$ cat config.mk
export PLATFORM = sky130hd
export DESIGN_NAME = hack_dbg_ctrl
export DESIGN_NICKNAME = d
export VERILOG_FILES = /design/src/rtl/hack_dbg_pkg.sv /design/src/rtl/hack_ram_mux.sv /design/src/rtl/hack_dbg_ctrl.sv
export SDC_FILE = /design/constraint.sdc
export NUM_CORES = 1
export LEC_CHECK = 0
export ABC_AREA = 1
export CORE_ASPECT_RATIO = 0.7
export CORE_MARGIN = 2
export CORE_UTILIZATION = 40
export DETAILED_ROUTE_END_ITERATION = 8
export GPL_TIMING_DRIVEN = 0
export PLACE_DENSITY = 0.78
export SLEW_MARGIN = 10
export SYNTH_ARGS = -nofsm -noshare
export SYNTH_HDL_FRONTEND = slang
export SYNTH_HIERARCHICAL = 1
export SYNTH_SLANG_ARGS = --single-unit
$ cat constraint.sdc
create_clock -name clk -period 4.05 [get_ports clk]
set_input_delay 0.405 -clock clk [delete_from_list [all_inputs] [get_ports clk]]
set_output_delay 0.405 -clock clk [all_outputs]
set_load 0.005 [all_outputs]
$ cat src/rtl/hack_dbg_pkg.sv
// Shared definitions for the Hack CPU debug/run controller.
package hack_dbg_pkg;

    localparam int unsigned ADDR_W_DEF = 15;
    localparam int unsigned DATA_W_DEF = 16;

    localparam logic [2:0] OP_NOP       = 3'd0;
    localparam logic [2:0] OP_HALT      = 3'd1;
    localparam logic [2:0] OP_RUN       = 3'd2;
    localparam logic [2:0] OP_STEP      = 3'd3;
    localparam logic [2:0] OP_RESET_CPU = 3'd4;
    localparam logic [2:0] OP_SET_BP    = 3'd5;
    localparam logic [2:0] OP_MEM_RD    = 3'd6;
    localparam logic [2:0] OP_MEM_WR    = 3'd7;

    typedef enum logic [2:0] {
        ST_HALTED,
        ST_RUNNING,
        ST_STEP,
        ST_CPURST,
        ST_MEMACC
    } dbg_state_e;

    // The CPU owns the data RAM whenever it may be executing.
    function automatic logic cpu_owns(input dbg_state_e s);
        return (s == ST_RUNNING) || (s == ST_STEP) || (s == ST_CPURST);
    endfunction

endpackage

$ cat src/rtl/hack_ram_mux.sv
// Data RAM owner select between the CPU core and the debug port.
module hack_ram_mux
    import hack_dbg_pkg::*;
#(
    parameter int unsigned ADDR_W = ADDR_W_DEF,
    parameter int unsigned DATA_W = DATA_W_DEF
) (
    input  dbg_state_e        state,
    input  logic              cpu_en,
    input  logic [ADDR_W-1:0] cpu_addressM,
    input  logic [DATA_W-1:0] cpu_outM,
    input  logic              cpu_writeM,
    input  logic [ADDR_W-1:0] dbg_addr,
    input  logic [DATA_W-1:0] dbg_data,
    input  logic              dbg_wr,
    output logic [ADDR_W-1:0] ram_addr,
    output logic [DATA_W-1:0] ram_din,
    output logic              ram_we
);

    // CPU path while executing, latched debug registers otherwise.
    always_comb begin
        if (cpu_owns(state)) begin
            ram_addr = cpu_addressM;
            ram_din  = cpu_outM;
            ram_we   = cpu_writeM && cpu_en;
        end else begin
            ram_addr = dbg_addr;
            ram_din  = dbg_data;
            ram_we   = (state == ST_MEMACC) && dbg_wr;
        end
    end

endmodule

$ cat src/rtl/hack_dbg_ctrl.sv
// Debug/run controller: run/halt/step/breakpoint gating and host RAM access.
module hack_dbg_ctrl
    import hack_dbg_pkg::*;
#(
    parameter int unsigned ADDR_W = ADDR_W_DEF,
    parameter int unsigned DATA_W = DATA_W_DEF
) (
    input  logic              clk,
    input  logic              reset,
    input  logic              cmd_valid,
    output logic              cmd_ready,
    input  logic [2:0]        cmd_op,
    input  logic [ADDR_W-1:0] cmd_addr,
    input  logic [DATA_W-1:0] cmd_data,
    output logic              rsp_valid,
    output logic              rsp_err,
    output logic [DATA_W-1:0] rsp_data,
    input  logic [ADDR_W-1:0] pc,
    output logic              cpu_en,
    output logic              cpu_reset,
    input  logic [ADDR_W-1:0] cpu_addressM,
    input  logic [DATA_W-1:0] cpu_outM,
    input  logic              cpu_writeM,
    output logic [DATA_W-1:0] cpu_inM,
    output logic [ADDR_W-1:0] ram_addr,
    output logic [DATA_W-1:0] ram_din,
    output logic              ram_we,
    input  logic [DATA_W-1:0] ram_dout,
    output logic              halted,
    output logic              bp_hit
);

    dbg_state_e        state_q, state_d;
    logic              first_q, first_d;
    logic              bp_hit_q, bp_hit_d;
    logic              bp_en_q, bp_en_d;
    logic [ADDR_W-1:0] bp_addr_q, bp_addr_d;
    logic [ADDR_W-1:0] dbg_addr_q, dbg_addr_d;
    logic [DATA_W-1:0] dbg_data_q, dbg_data_d;
    logic              dbg_wr_q, dbg_wr_d;
    logic              rsp_valid_q, rsp_valid_d;
    logic              rsp_err_q, rsp_err_d;
    logic [DATA_W-1:0] rsp_data_q, rsp_data_d;
    logic              rsp_pc_q, rsp_pc_d;
    logic              cmd_ready_q, cmd_ready_d;
    logic              halted_q, halted_d;
    logic              cpu_reset_q, cpu_reset_d;
    logic              accept;
    logic              bp_match;

    // Breakpoint compare and CPU clock enable; a match stalls the CPU in the same cycle.
    always_comb begin
        bp_match = (state_q == ST_RUNNING) && !first_q && bp_en_q && (pc == bp_addr_q);
        cpu_en   = ((state_q == ST_RUNNING) && !bp_match) ||
                   (state_q == ST_STEP) || (state_q == ST_CPURST);
    end

    // Next-state, command decode and response generation.
    always_comb begin
        accept      = cmd_valid && cmd_ready_q;
        state_d     = state_q;
        first_d     = 1'b0;
        bp_hit_d    = bp_hit_q;
        bp_en_d     = bp_en_q;
        bp_addr_d   = bp_addr_q;
        dbg_addr_d  = dbg_addr_q;
        dbg_data_d  = dbg_data_q;
        dbg_wr_d    = dbg_wr_q;
        rsp_valid_d = 1'b0;
        rsp_err_d   = 1'b0;
        rsp_data_d  = '0;
        rsp_pc_d    = 1'b0;
        case (state_q)
            ST_HALTED: begin
                if (accept) begin
                    case (cmd_op)
                        OP_RUN: begin
                            state_d     = ST_RUNNING;
                            first_d     = 1'b1;
                            bp_hit_d    = 1'b0;
                            rsp_valid_d = 1'b1;
                        end
                        OP_STEP: begin
                            state_d  = ST_STEP;
                            bp_hit_d = 1'b0;
                        end
                        OP_RESET_CPU: state_d = ST_CPURST;
                        OP_SET_BP: begin
                            bp_addr_d   = cmd_addr;
                            bp_en_d     = cmd_data[0];
                            rsp_valid_d = 1'b1;
                        end
                        OP_MEM_RD, OP_MEM_WR: begin
                            dbg_addr_d = cmd_addr;
                            dbg_data_d = cmd_data;
                            dbg_wr_d   = (cmd_op == OP_MEM_WR);
                            state_d    = ST_MEMACC;
                        end
                        default: rsp_valid_d = 1'b1;
                    endcase
                end
            end
            ST_RUNNING: begin
                // Breakpoint halts first; an accepted command may then override the target.
                if (bp_match) begin
                    state_d  = ST_HALTED;
                    bp_hit_d = 1'b1;
                end
                if (accept) begin
                    case (cmd_op)
                        OP_NOP: rsp_valid_d = 1'b1;
                        OP_HALT: begin
                            state_d     = ST_HALTED;
                            rsp_valid_d = 1'b1;
                        end
                        OP_RESET_CPU: state_d = ST_CPURST;
                        OP_SET_BP: begin
                            bp_addr_d   = cmd_addr;
                            bp_en_d     = cmd_data[0];
                            rsp_valid_d = 1'b1;
                        end
                        default: begin
                            rsp_valid_d = 1'b1;
                            rsp_err_d   = 1'b1;
                        end
                    endcase
                end
            end
            ST_STEP: begin
                state_d     = ST_HALTED;
                rsp_valid_d = 1'b1;
                rsp_pc_d    = 1'b1;
            end
            ST_CPURST: begin
                state_d     = ST_HALTED;
                rsp_valid_d = 1'b1;
            end
            ST_MEMACC: begin
                state_d     = ST_HALTED;
                rsp_valid_d = 1'b1;
                rsp_data_d  = dbg_wr_q ? '0 : ram_dout;
            end
            default: state_d = ST_HALTED;
        endcase
        cmd_ready_d = (state_d == ST_HALTED) || (state_d == ST_RUNNING);
        halted_d    = !cpu_owns(state_d);
        cpu_reset_d = (state_d == ST_CPURST);
    end

    // State and output registers.
    always_ff @(posedge clk) begin
        if (reset) begin
            state_q     <= ST_HALTED;
            first_q     <= 1'b0;
            bp_hit_q    <= 1'b0;
            bp_en_q     <= 1'b0;
            bp_addr_q   <= '0;
            dbg_addr_q  <= '0;
            dbg_data_q  <= '0;
            dbg_wr_q    <= 1'b0;
            rsp_valid_q <= 1'b0;
            rsp_err_q   <= 1'b0;
            rsp_data_q  <= '0;
            rsp_pc_q    <= 1'b0;
            cmd_ready_q <= 1'b1;
            halted_q    <= 1'b1;
            cpu_reset_q <= 1'b0;
        end else begin
            state_q     <= state_d;
            first_q     <= first_d;
            bp_hit_q    <= bp_hit_d;
            bp_en_q     <= bp_en_d;
            bp_addr_q   <= bp_addr_d;
            dbg_addr_q  <= dbg_addr_d;
            dbg_data_q  <= dbg_data_d;
            dbg_wr_q    <= dbg_wr_d;
            rsp_valid_q <= rsp_valid_d;
            rsp_err_q   <= rsp_err_d;
            rsp_data_q  <= rsp_data_d;
            rsp_pc_q    <= rsp_pc_d;
            cmd_ready_q <= cmd_ready_d;
            halted_q    <= halted_d;
            cpu_reset_q <= cpu_reset_d;
        end
    end

    // STEP reports the pc after the stepped instruction, visible only once the step edge has passed.
    always_comb begin
        rsp_data = rsp_data_q;
        if (rsp_pc_q) begin
            rsp_data             = '0;
            rsp_data[ADDR_W-1:0] = pc;
        end
    end

    assign cmd_ready = cmd_ready_q;
    assign rsp_valid = rsp_valid_q;
    assign rsp_err   = rsp_err_q;
    assign halted    = halted_q;
    assign bp_hit    = bp_hit_q;
    assign cpu_reset = cpu_reset_q;
    assign cpu_inM   = ram_dout;

    hack_ram_mux #(
        .ADDR_W(ADDR_W),
        .DATA_W(DATA_W)
    ) u_ram_mux (
        .state       (state_q),
        .cpu_en      (cpu_en),
        .cpu_addressM(cpu_addressM),
        .cpu_outM    (cpu_outM),
        .cpu_writeM  (cpu_writeM),
        .dbg_addr    (dbg_addr_q),
        .dbg_data    (dbg_data_q),
        .dbg_wr      (dbg_wr_q),
        .ram_addr    (ram_addr),
        .ram_din     (ram_din),
        .ram_we      (ram_we)
    );

endmodule

==> results of run 1 <==
[worst max path at each step]
stage	startpoint	to	slack, ns	cells past startpoint
floorplan	state_q[1]	ram_we	2.33	12
detailed placement	pc[7]	ram_we	1.25	15
global route	pc[7]	ram_we	1.00	15
CTS	pc[7]	ram_we	1.23	15
global placement	pc[7]	ram_we	1.26	15
finish	pc[7]	ram_we	1.25	15
[registers in the layout (all words and copies together), names as in the netlist, 3 cells and up]
signal,count
state_q,3
rsp_data_q,16
dbg_addr_q,15
dbg_data_q,16
bp_addr_q,15
[per-layer routing]
metal,global-route usage,up-vias,routed length [µm]
li1,-,2045,-
met1,0.3051,1868,5287
met2,0.3903,140,5354
met3,0.04823,11,781
met4,0.05989,0,88
met5,0,-,0
[Yosys cell counts (3+ instances only)]
master,n
sky130_fd_sc_hd__nor2_1,117
sky130_fd_sc_hd__nand2_1,107
sky130_fd_sc_hd__dfxtp_1,75
sky130_fd_sc_hd__inv_1,49
sky130_fd_sc_hd__o21ai_0,45
sky130_fd_sc_hd__nand3_1,38
sky130_fd_sc_hd__a21oi_1,22
sky130_fd_sc_hd__buf_4,22
sky130_fd_sc_hd__inv_2,8
sky130_fd_sc_hd__clkbuf_1,7
sky130_fd_sc_hd__buf_6,6
sky130_fd_sc_hd__mux2_2,6
sky130_fd_sc_hd__o21ai_1,4
sky130_fd_sc_hd__xnor2_1,4
sky130_fd_sc_hd__buf_2,3
sky130_fd_sc_hd__buf_8,3
sky130_fd_sc_hd__nand4_1,3
sky130_fd_sc_hd__nor2_2,3
[cell usage in the layout (no fill, tap or decap), drive strengths merged]
cell type	synthesis	final
o31ai	1	1
clkinv	0	2
inv	57	59
or2	1	1
nand4	3	3
nor2	122	122
clkdlybuf4s50	0	170
bufinv	0	2
buf	35	35
nand3	40	40
nor4	1	1
clkinvlp	0	1
clkbuf	7	16
o21ai	50	50
a31oi	1	1
xnor2	4	4
nor3	2	2
a21oi	24	24
mux2	6	6
a21boi	1	1
dfxtp	75	75
nand2	110	110
o211ai	1	1
a22oi	1	1
[worst min-delay path: cells and delay by family, from the launching register on]
kind	cells	cell delay [ns]
flops	1	0.30
compound gates	1	0.05
buf+inv	1	0.06
[cells by family after synthesis]
| logic type | count (synthesis) | share of synthesized area |
|---|---|---|
| buffers and inverters | 99 | 0.1440 |
| AOI/OAI and AO/OA | 79 | 0.1151 |
| DFF | 75 | 0.4028 |
| xor gates and xnor gates | 4 | 0.009398 |
| and+or+nand+nor | 279 | 0.3105 |
| muxes | 6 | 0.01813 |
[power groups by stage]
stage	sequential [W]	clock (W)	combinational, W
after global placement	0.000804	0	0.000463
after CTS	0.000790	0.000875	0.000474
after detailed placement	0.000806	0	0.000471
after floorplan	0.000802	0	0.000205
after global routing	0.000794	0.000908	0.000516
final	0.000791	0.000859	0.000474
[cell type report]
type                       instances  area (µm²)
multi-input combinational        368        1689
fill                             803        3163
buffer                            42       322.8
inverter                          57       214.0
timing repair buffer             170        1702
tap                              124       155.1
clock buffer                       9       225.2
sequential                        75        1501
clock inverter                     7       98.84
[per-stage QoR]
step,utilization,total power (W),area (µm²),setup slack (ns),instances
final,0.6513,0.002124,5908,1.247,852
after global placement,0.6156,0.001268,5584,1.259,836
after CTS,0.6513,0.002140,5908,1.233,852
after floorplan,-,0.001006,3727,2.331,542
after detailed placement,0.6156,0.001277,5584,1.255,836
after global routing,0.6513,0.002218,5908,1.001,852
==> results.txt, run 1 <==
* Total Negative Setup Slacks: 0 ns
* Hold Path Origin: bp_addr_q[3]
- Number of max-cap violations: 0
- DIE WIDTH: 119.4 µm
- After legalization and detailed placement, the total HPWL measured 9098 µm.
- The initial antenna violation count was 0.
* Capture instance of the worst register-to-register path: bp_addr_q[7]
- Cell with the largest stage delay on the worst path: sky130_fd_sc_hd__clkdlybuf4s50_1
- For this configuration, the core starts out at a cell density of 0.4109.
- Of the total power, registers draw 0.372.
* Number of vias after detailed routing: approximately 4k
- For this run, asynchronously set or reset flops after synthesis account for 0.
- Clk sinks: 75
* Worst reg2reg path depth: 7
- Combined buffer and inverter count along the critical path: 4
* Total congestion overflow after global routing: 0
- Before antenna repair, the detailed router went through 5 iterations.
* First DRT Iteration DRCs: 194
- Leakage power: 2.650 nW
- Using the TritonRoute via totals, the vias-per-cell ratio works out to roughly 4.8.
* Nature of the critical path endpoint: output port
- Setup slack on the worst reg-to-reg path comes out at 2.39 ns.
- The die covers 0.01012 mm².
- The worst setup path is launched from a primary input.
- Worst-case clock buffer depth: 2
- Synthesis instantiated 33 different standard cells from the library.
* Arrival time of the worst setup path: 2.40 ns
* Standard cell core area: a little over 0.009 mm²
* Post-Synthesis Cell Area: 0.003727 mm²
- Worst vdd ir: 0.2173 mV
- The cell sitting at the root of the clock tree is a sky130_fd_sc_hd__clkbuf_16.
* Largest stage delay on the critical path: 0.50 ns
* Number of stages on the worst hold path: 2
- Hold repair after CTS inserted 0 buffers.
* Status: complete, no violations
- Slew at the pin closest to its max-slew limit: around 0.48 ns
* Post-synthesis cell type with the largest combined area: sky130_fd_sc_hd__dfxtp_1
* Number of buffer cells added on primary ports: 170
* Library cell appearing most often on the critical path: sky130_fd_sc_hd__nand2_1
- Final routed wire length divided by cell count: about 14 µm
- Number of remaining DRC errors: 0
- In the finished design, the share of the clock period the worst path needs comes to 0.6921.
- Worst hold margin: 0.4708 ns
- For this design the top-level I/O count stands at 171.
* Area growth, synth to finish: 58.51%
- Most used flip-flop cell after synthesis: sky130_fd_sc_hd__dfxtp_1
- Worst Path Max Fanout: 2
- Setup violations remaining at the end of the flow were counted as 0.
- In this run the post-CTS setup repair buffer count came out at 0.
- Post-synthesis instance total: approximately 540
- Among cell families on the critical path, the largest total delay comes from buffers and inverters.
- Post-cts resize count: 0
- Highest clock rate: roughly 360 MHz
- In the global route stage, overall resource usage came out at 0.2318.
* Wire length of the first global-routing pass: 18,840 µm
* Critical setup path kind: primary input to output port
* Total power density per cell area: 359.5 mW/mm²
* Synthesized area divided by synthesized cell count: 6.877 µm²
- Clock share of power: 0.405
- Setup repair after global routing left no endpoint under its margin.
- The worst pin sits at a relative slew slack of 0.6815.
* Synthesized flop and latch total: 75
- Chip Height: about 85 µm
- Required time at the worst-slack endpoint: 3.64 ns
- The startpoint identified for the worst register-to-register timing path is state_q[1].
- Level count of the clock H-tree: 3
* Internal Dissipation: 0.001590 W
- Wirelength, routed: 11,510 µm
- Cell types occupying the most area after synthesis: sky130_fd_sc_hd__dfxtp_1 (40%), sky130_fd_sc_hd__nor2_1 (12%), sky130_fd_sc_hd__nand2_1 (11%)
- Switching portion of total power: 0.2515
* Class of the worst hold path: register to register
- Proportion of synthesized chip area in sequential cells: 0.4028
- The synthesized design contains 0 enable-type register cells.
- FP Rows: 29
- Number of routed nets with antenna violations: 0
- Via count of the first global-routing pass: just under 4k
- The path with the worst hold slack has its endpoint at bp_addr_q[3].
* Min cycle time layout: 2.803 ns
- CTS tree: yes
- The congestion estimate from routability-driven global placement came to 0.9332.
* Maximum number of pins on one net before global-route repair: 15
* Share of the synthesized area in the top cell type: 0.4028
- In the final layout, the share of cells above drive strength 1 is 0.1071.
- Antenna diode count: 0
- Clock latency on the worst-skew pair: 0.33 ns
- The Yosys step of the flow raised 6 warnings.
- Final-stage net count: 823
- Switching Power: 0.0005342 W
- Total clock buffers created by CTS: 9
* Cell Chain, Critical Path: clkdlybuf4s50_1 > inv_1 > nand2_1 > nand2_1 > nor2_1 > nand2_1 > nor2_1 > nand3_1 > nand2_1 > a21oi_1 > nand2_1 > inv_1 > nand3_1 > nand2_1 > clkdlybuf4s50_1
* Syn nets: 642
* Final worst clock skew: 0.008560 ns
- CTS clk-pin slew, worst paths: roughly 0.060 ns
* Final hold violation count: 0
- Count of pins over their slew limit: 0
- Of the total power, combinational logic draws 0.223.
(Power assumes the default switching activity.)
==> run 2, diff against run 1 <==
- clock period: 4.05 -> 2.7 ns (I/O delays scaled with it)
==> run 2 against run 1 <==
Combinational power grew 51%; sequential power grew 50%; clock power grew 50%; critical endpoint unchanged; worst hold slack gained 0.0020 ns; non-clock buffer count grew 1; sequential share of layout area is essentially flat; first-iteration DRC count shrank 9.8%; cell area grew 0.25%; via count grew 0.59%; clock skew is essentially flat; sequential cell count is the same.
==> results.txt, run 2 (synthesis gave the netlist of run 1 again) <==
- Status: complete, no violations (unchanged)
* Highest clock rate: a little under 400 MHz
* Level count of the clock H-tree: 3 (unchanged)
* Number of buffer cells added on primary ports: 170 (unchanged)
* Type of origin of the critical path: register (was primary input)
* Count of pins over their slew limit: 0 (unchanged)
* Vias per inst: 4.792 (was 4.770)
* Clock latency on the worst-skew pair: 0.33 ns (about the same)
- The count of nets left with antenna violations after detail routing is 0 (unchanged).
- The post-route setup TNS came to 0 ns (unchanged).
- The final hold violation count was 0 (unchanged).
* CTS clk-pin slew, worst paths: 0.06 ns (about the same)
- The cell family with the largest share of critical-path delay is simple AND/OR/NAND/NOR gates (was buffers and inverters).
* Cell with the largest stage delay on the worst path: sky130_fd_sc_hd__clkdlybuf4s50_1 (unchanged)
- The count of boundary I/O pins was 171 (unchanged).
- The total CTS buffers came to 9 (unchanged).
- The worst ir drop on vdd is 0.3257 mV (was 0.2173 mV).
- Antenna diode count: 0 (unchanged)
- FP Rows: 29 (unchanged)
- The data arrival at the endpoint of the critical path was 2.25 ns (was 2.40 ns).
- Required time at the worst-slack endpoint: 2.43 ns (was 3.64 ns)
- HPWL after detailed placement: 9098 µm (unchanged)
- Wire length of the first global-routing pass: 18,840 µm (unchanged)
- Critical setup path kind: register to output port (was primary input to output port)
- The synthesis-to-layout area growth is 58.91% (was 58.51%).
- Gpl congestion: 0.9332 (unchanged)
* Fraction of layout cells with a size suffix above 1: 0.1139 (was 0.1071)
- The critical path endpoint category is an output port (unchanged).
- Worst-case clock buffer depth: 2 (unchanged)
- The detail-routed net length per standard cell is 13.64 µm (was 13.51 µm).
- Number of max-cap violations: 0 (unchanged)
* Total power density per cell area: 539.4 mW/mm² (was 359.5 mW/mm²)
- The starting utilization of the core area came to 0.4109 (unchanged).
* Class of the worst hold path: register to register (unchanged)
- The die span in x was 119.4 µm (unchanged).
- The detailed router's first-iteration violation count was 175 (was 194).
* Leakage power: 2.656 nW (was 2.650 nW)
- Combined buffer and inverter count along the critical path: 3 (was 4)
- Worst Path Max Fanout: 4 (was 2)
- Wirelength, routed: 11,630 µm (was 11,510 µm)
- The TritonCTS clock tree is yes (unchanged).
- Sequential cell area in the final layout: 0.001505 mm² (was 0.001501 mm²)
* Via count of the first global-routing pass: 3,971 (unchanged)
- Largest registers in the final layout: dbg_data_q x16, rsp_data_q x16 (unchanged).
* Min cycle time layout: 2.517 ns
- The largest net degree at the start of global routing came to 15 (unchanged).
- The footprint of the multi-input gates is 0.001693 mm² (was 0.001689 mm²).
* Cell Chain, Critical Path: inv_2 > nand2_2 > nor2_2 > nand3_1 > nor2_1 > nand3_1 > nand2_1 > a21oi_2 > nand2_1 > inv_1 > nand3_1 > nand2_1 > clkdlybuf4s50_1 (was clkdlybuf4s50_1 > inv_1 > nand2_1 > nand2_1 > nor2_1 > nand2_1 > nor2_1 > nand3_1 > nand2_1 > a21oi_1 > nand2_1 > inv_1 > nand3_1 > nand2_1 > clkdlybuf4s50_1)
- The highest cell delay on the worst timing path came to 0.50 ns (about the same).
* Rel. slew slack: 0.6764 (was 0.6815)
* Library cell used as clock root buffer: sky130_fd_sc_hd__clkbuf_16 (unchanged)
- The worst-case hold slack came to 0.4728 ns (was 0.4708 ns).
- The pin slew with the least headroom to its limit came to 0.4854 ns (was 0.4777 ns).
- Crit share post-route: 0.9324
- The initial antenna violation count is 0 (unchanged).
* Final-stage net count: 824 (was 823)
- Global router's overall resource usage: 0.2318 (unchanged)
- The overall via count from detail_route was 4,088 (was 4,064).
- The setup-violating endpoint count in the final report was 0 (unchanged).
- Fill cell count: 806 (was 803)
* Number of remaining DRC errors: 0 (unchanged)
- Floorplan die area: 0.01012 mm² (unchanged)
- The number of detailed-route iterations in the first pass was 4 (was 5).
- The overall power after layout was 0.003195 W (was 0.002124 W).
- Setup repair after global routing missed its margin: no (unchanged)
* Standard cell core area: 0.009071 mm² (unchanged)
* Total congestion overflow after global routing: 0 (unchanged)
- Clk sinks: 75 (unchanged)
- Final worst clock skew: 0.009039 ns (was 0.008560 ns)
- Most common cell after layout, fill and taps aside: sky130_fd_sc_hd__clkdlybuf4s50_1 (unchanged)
- Chip Height: 84.77 µm (unchanged)
- Highest-count cells in the layout ignoring fill and taps: sky130_fd_sc_hd__clkdlybuf4s50_1 (170), sky130_fd_sc_hd__nor2_1 (117), sky130_fd_sc_hd__nand2_1 (107) (unchanged).
-- run 2: changes by cell type in the layout (fill, tap and decap cells not counted) --
cell	previous run	this run
sky130_fd_sc_hd__a21oi_1	22	21
sky130_fd_sc_hd__dfxtp_2	0	3
sky130_fd_sc_hd__a21oi_2	2	3
sky130_fd_sc_hd__buf_4	22	23
sky130_fd_sc_hd__dfxtp_1	75	72
-- run 2: final timing paths --
| check | startpoint | end | slack, ns | depth (start not counted) |
|---|---|---|---|---|
| worst max-delay path | state_q[1] | ram_we | 0.18 | 13 |
| worst min-delay path | bp_addr_q[3] | bp_addr_q[3] | 0.47 | 2 |
| worst max register to register | state_q[1] | bp_addr_q[7] | 1.08 | 7 |
| worst min register to register | bp_addr_q[3] | bp_addr_q[3] | 0.47 | 2 |
-- run 2: final cells by class --
type | instances | area share
multi-input cells | 368 | 0.2858
plain buffers | 42 | 0.05450
repair buffers | 171 | 0.2886
flip-flops and latches | 75 | 0.2541
well taps | 124 | 0.02619
inverters | 57 | 0.03612
clock inverters | 7 | 0.01669
clock buffers | 9 | 0.03802
-- run 2: worst register-to-register path, cell delays in order, from the launching register on --
cell	delay (ns)
sky130_fd_sc_hd__dfxtp_2	0.35
sky130_fd_sc_hd__inv_2	0.10
sky130_fd_sc_hd__nand2_2	0.10
sky130_fd_sc_hd__nor2_4	0.14
sky130_fd_sc_hd__nand3_2	0.20
sky130_fd_sc_hd__clkbuf_1	0.29
sky130_fd_sc_hd__o21ai_0	0.24
sky130_fd_sc_hd__a21oi_1	0.06
-- run 2: what timing repair did --
action | in CTS | in global routing
endpoints found under the setup margin | 0 | 1
resized for setup | 0 | 4
hold buffers | 0 | 0
setup buffers | 0 | 1
-- run 2: layer usage --
layer  wire (µm)  global-route usage  part of all wire
met3         816             0.04823             0.070
met5           0                   0                 0
met4         101             0.05989            0.0087
met1        5332              0.3051              0.46
met2        5383              0.3903              0.46
-- run 2: power breakdown --
group          internal [W]  switching [W]
registers           0.00116      0.0000295
logic              0.000416       0.000301
clock network      0.000815       0.000476
-- run 2: metrics by stage --
step	cells	instance area, µm²	worst slack [ns]	util
final	853	5923	0.1825	0.6530
after global routing	853	5923	0.002689	0.6530
after detailed placement	836	5584	0.1745	0.6156
after floorplan	542	3727	1.116	-
after global placement	836	5584	0.1788	0.6156
after CTS	852	5908	0.04675	0.6513
